**config.mk**
```make
export PLATFORM = sky130hd
export DESIGN_NAME = trace_ram
export DESIGN_NICKNAME = d
export VERILOG_FILES = /design/src/rtl/trace_ram.sv
export SDC_FILE = /design/constraint.sdc
export NUM_CORES = 2
export LEC_CHECK = 0
export CAP_MARGIN = 30
export CORE_MARGIN = 2
export CORE_UTILIZATION = 45
export CTS_BUF_LIST = sky130_fd_sc_hd__clkbuf_8
export DETAILED_ROUTE_END_ITERATION = 10
export GPL_ROUTABILITY_DRIVEN = 0
export GPL_TIMING_DRIVEN = 0
export PLACE_DENSITY_LB_ADDON = 0.05
export RECOVER_POWER = 50
export SYNTH_ARGS = -nofsm -noshare
export SYNTH_HDL_FRONTEND = slang
export SYNTH_SLANG_ARGS = --single-unit
```
**constraint.sdc**
```tcl
create_clock -name clk -period 2.9 [get_ports clk]
set_input_delay 0.29 -clock clk [delete_from_list [all_inputs] [get_ports clk]]
set_output_delay 0.29 -clock clk [all_outputs]
set_load 0.01 [all_outputs]
```
**src/rtl/trace_ram.sv**
```systemverilog
// trace_ram: simple RAM, synchronous write and
// asynchronous read; contents survive reset.
module trace_ram #(
  parameter int AW = 8,
  parameter int DW = 8
) (
  input  logic          clk,
  input  logic          we,
  input  logic [AW-1:0] waddr,
  input  logic [DW-1:0] wdata,
  input  logic [AW-1:0] raddr,
  output logic [DW-1:0] rdata
);

  logic [DW-1:0] mem [2**AW];

  // write port, no reset so images persist
  always_ff @(posedge clk) begin
    if (we) mem[waddr] <= wdata;
  end

  assign rdata = mem[raddr];

endmodule

```
==> impl_metrics.py <==
metrics = {
    "clocking": {
        "clockBufferDepth": 4,
        "cts_tree": "done",
        "clk_pin_slew_worst_paths_ns": 0.06,
        "htree_levels": 5,
        "cts-buffers-inserted": 352,
        "root_buffer": "clkbuf_8",
        "cts.sinks": 2048,
    },
    "pwr": {
        "pwr_density_cell_mw_per_mm2": 654.3,
        "peakVddDrop_mv": 0.5303,
        "total_leakage_power_nw": 28.67,
    },
    "global_route": {
        "grt_pass1_wl_um": 352200,
        "overflow": 0,
        "grt_usage": 0.2921,
        "grt_pass1_vias": 41770,
        "antenna_found_initial": 16,
        "grt_max_degree": 139,
    },
    "synth": {
        "postSynthAreaPerCell_sq_um": 21.31,
        "synth_edf_count": 2048,
        "yosysTopAreaCell": "edfxtp_1",
        "yosysUniqueCellTypes": 54,
        "synth-main-ff-cell": "edfxtp_1",
        "synth-seq-cells": 2048,
        "synthTopCellsByArea": "edfxtp_1 (77%), mux4_2 (13%), mux2i_1 (1.7%)",
        "ys_seq_area_frac": 0.7746,
        "synth_top_area_frac": 0.7746,
        "syn_area_sq_mm": 0.07940,
        "yosysWarnings": 0,
        "async_flop_share": 0,
        "netlist_instances": 3725,
        "synthesis.nets": 3751,
    },
    "worst_setup_path": {
        "arrival_ns": 3.45,
        "path_buf_inv": 5,
        "path_max_fanout": 10,
        "cp_top_family": "buffers and inverters",
        "crit_type": "input pin to primary output",
        "slowest_delay_ns": 0.74,
        "cpMaxStageDelayCell": "nor4_4",
        "worst_ep_required_time_ns": 2.61,
        "cp_cell_sequence": "buf_2, buf_4, buf_4, clkbuf_4, mux4_2, o211ai_1, nand3_2, nor4_4, nor4_4, buf_2",
        "end_kind": "primary output",
        "cp-start-kind": "input pin",
    },
    "timing": {
        "finalHoldViolCount": 0,
        "layout_worst_path_cycle_share": 1.291,
        "setup_viol": 402,
        "slew_viol_final": 1065,
        "rsz0062_at_grt": "yes",
        "worstMarginPinSlew_ns": 3.202,
        "hold-worst-slack_ns": 0.1543,
        "relSlewSlack": -1.134,
        "min_period_ns": 3.744,
        "fmax_ghz": 0.2671,
        "final.setup.worst_slack_ns": -0.8440,
    },
    "final_layout": {
        "drive_gt1_frac": 0.2953,
        "largest_reg_flops": 2048,
        "final_cells": 6790,
        "area_growth_pct": 14.85,
        "regMostFlops": "mem",
        "fin_util": 0.5189,
        "fin_nets": 4234,
        "largest_registers": "mem x2048",
    },
    "detailed_routing": {
        "totalWireLength_um": 262500,
        "via_per_inst": 6.204,
        "drc": 0,
        "drtAntennaViolNets": 0,
        "first_iter_violations": 5379,
        "dr.pass1.iters": 7,
        "vias": 42122,
        "wl_per_cell_um": 38.66,
    },
    "floorplanning": {
        "die_h_um": 424.0,
        "initial_core_util": 0.4518,
        "ios": 34,
        "coreArea_sq_mm": 0.1757,
        "die_width_um": 424.0,
        "dieArea_sq_mm": 0.1798,
        "num_rows": 154,
    },
    "placed_design": {
        "dp_hpwl_um": 174200,
        "portBuffers": 26,
        "dp_cells": 6187,
    },
    "hold_path": {
        "worstHoldPathType": "input pin to flip-flop",
    },
    "status": {
        "violations": "max-capacitance violations, max-slew violations, negative setup slack",
        "status": "finished with violations",
    },
    "run": {
        "drv_cap": 10,
    },
}
==> per-layer routing <==
| layer | part of all wire | GRT usage | wire length, um | up-vias |
|---|---|---|---|---|
| met5 | 0.00020 | 0 | 52 | - |
| met4 | 0.039 | 0.1104 | 10260 | 8 |
| met3 | 0.092 | 0.07251 | 24070 | 452 |
| met2 | 0.46 | 0.4459 | 122000 | 2185 |
| met1 | 0.40 | 0.4078 | 106100 | 22789 |
| li1 | - | - | - | 16688 |
==> cell type report <==
type	instances	area [sq um]
Sequential cell	2048	61500
Clock inverter	232	943.4
Buffer	229	1717
Fill cell	14209	84540
Antenna cell	4	10.01
Clock buffer	360	4955
Tap cell	2340	2928
Multi-Input combinational cell	1442	17650
Timing Repair Buffer	133	1475
Inverter	2	12.51
==> placed cells by master (no fill, tap or decap), types with 39 or more instances in the layout <==
cell | netlist | final
clkinv_1 | 1 | 79
buf_6 | 21 | 52
a22oi_1 | 133 | 121
clkbuf_1 | 111 | 46
edfxtp_1 | 2048 | 2048
clkbuf_2 | 0 | 54
buf_8 | 13 | 39
mux4_2 | 454 | 455
buf_4 | 27 | 70
clkbuf_8 | 0 | 363
a21oi_1 | 96 | 70
nor2_1 | 282 | 251
inv_1 | 1 | 131
mux2i_1 | 134 | 133
==> final timing paths <==
| path | startpoint | endpoint | slack (ns) | cells past startpoint |
|---|---|---|---|---|
| min | waddr[1] | mem[23][7] | 0.15 | 3 |
| max | raddr[1] | rdata[7] | -0.84 | 10 |
==> through the flow <==
| step | cell area (sq um) | TNS (ns) | power, mW | worst slack (ns) |
|---|---|---|---|---|
| after floorplan | 79400 | 0 | 34.87 | 0.4681 |
| after global placement | 82580 | - | 37.17 | -7.147 |
| after detailed placement | 84080 | -906.63 | 36.98 | -2.995 |
| after CTS | 91140 | -6.962 | 59.94 | -0.9203 |
| after global routing | 91180 | -148.87 | 61.36 | -0.8468 |
| final | 91190 | -72.27 | 59.66 | -0.8440 |
==> cells by family after synthesis <==
logic type | count (synthesis) | share of synthesized area
AO/OA/AOI/OAI | 385 | 0.03426
flip-flops | 2048 | 0.7746
buffers and inverters | 235 | 0.01834
multiplexers | 591 | 0.1465
AND/OR/NAND/NOR | 466 | 0.02633
==> timing repair <==
item                                    4_1_cts  5_1_grt
pin swaps                                    30       27
gates resized for setup                     316       89
endpoints found under the setup margin       16      134
hold buffers                                  8        0
buffers inserted                              2        0
hold endpoints to repair                   1314        0
==> report_power, final <==
part	internal (mW)	switching (mW)	total (mW)
combinational	1.26	2.69	3.95
clock	11.5	11.5	23.0
sequential	32.7	0.0132	32.7
==> cell usage after synthesis, drive strengths merged (10+ instances only) <==
library cell  instances
o221ai               47
mux4                456
nand4                10
nand3                34
nor2                282
nand2                33
nor3                 22
o22ai                28
edfxtp             2048
nor4                 27
a211oi               16
o21ai                12
clkbuf              111
a22oi               133
nor2b                31
mux2i               134
a21oi                96
buf                 122
o211ai               10
a221oi               14
No activity file was read; power rests on OpenSTA's default activity.
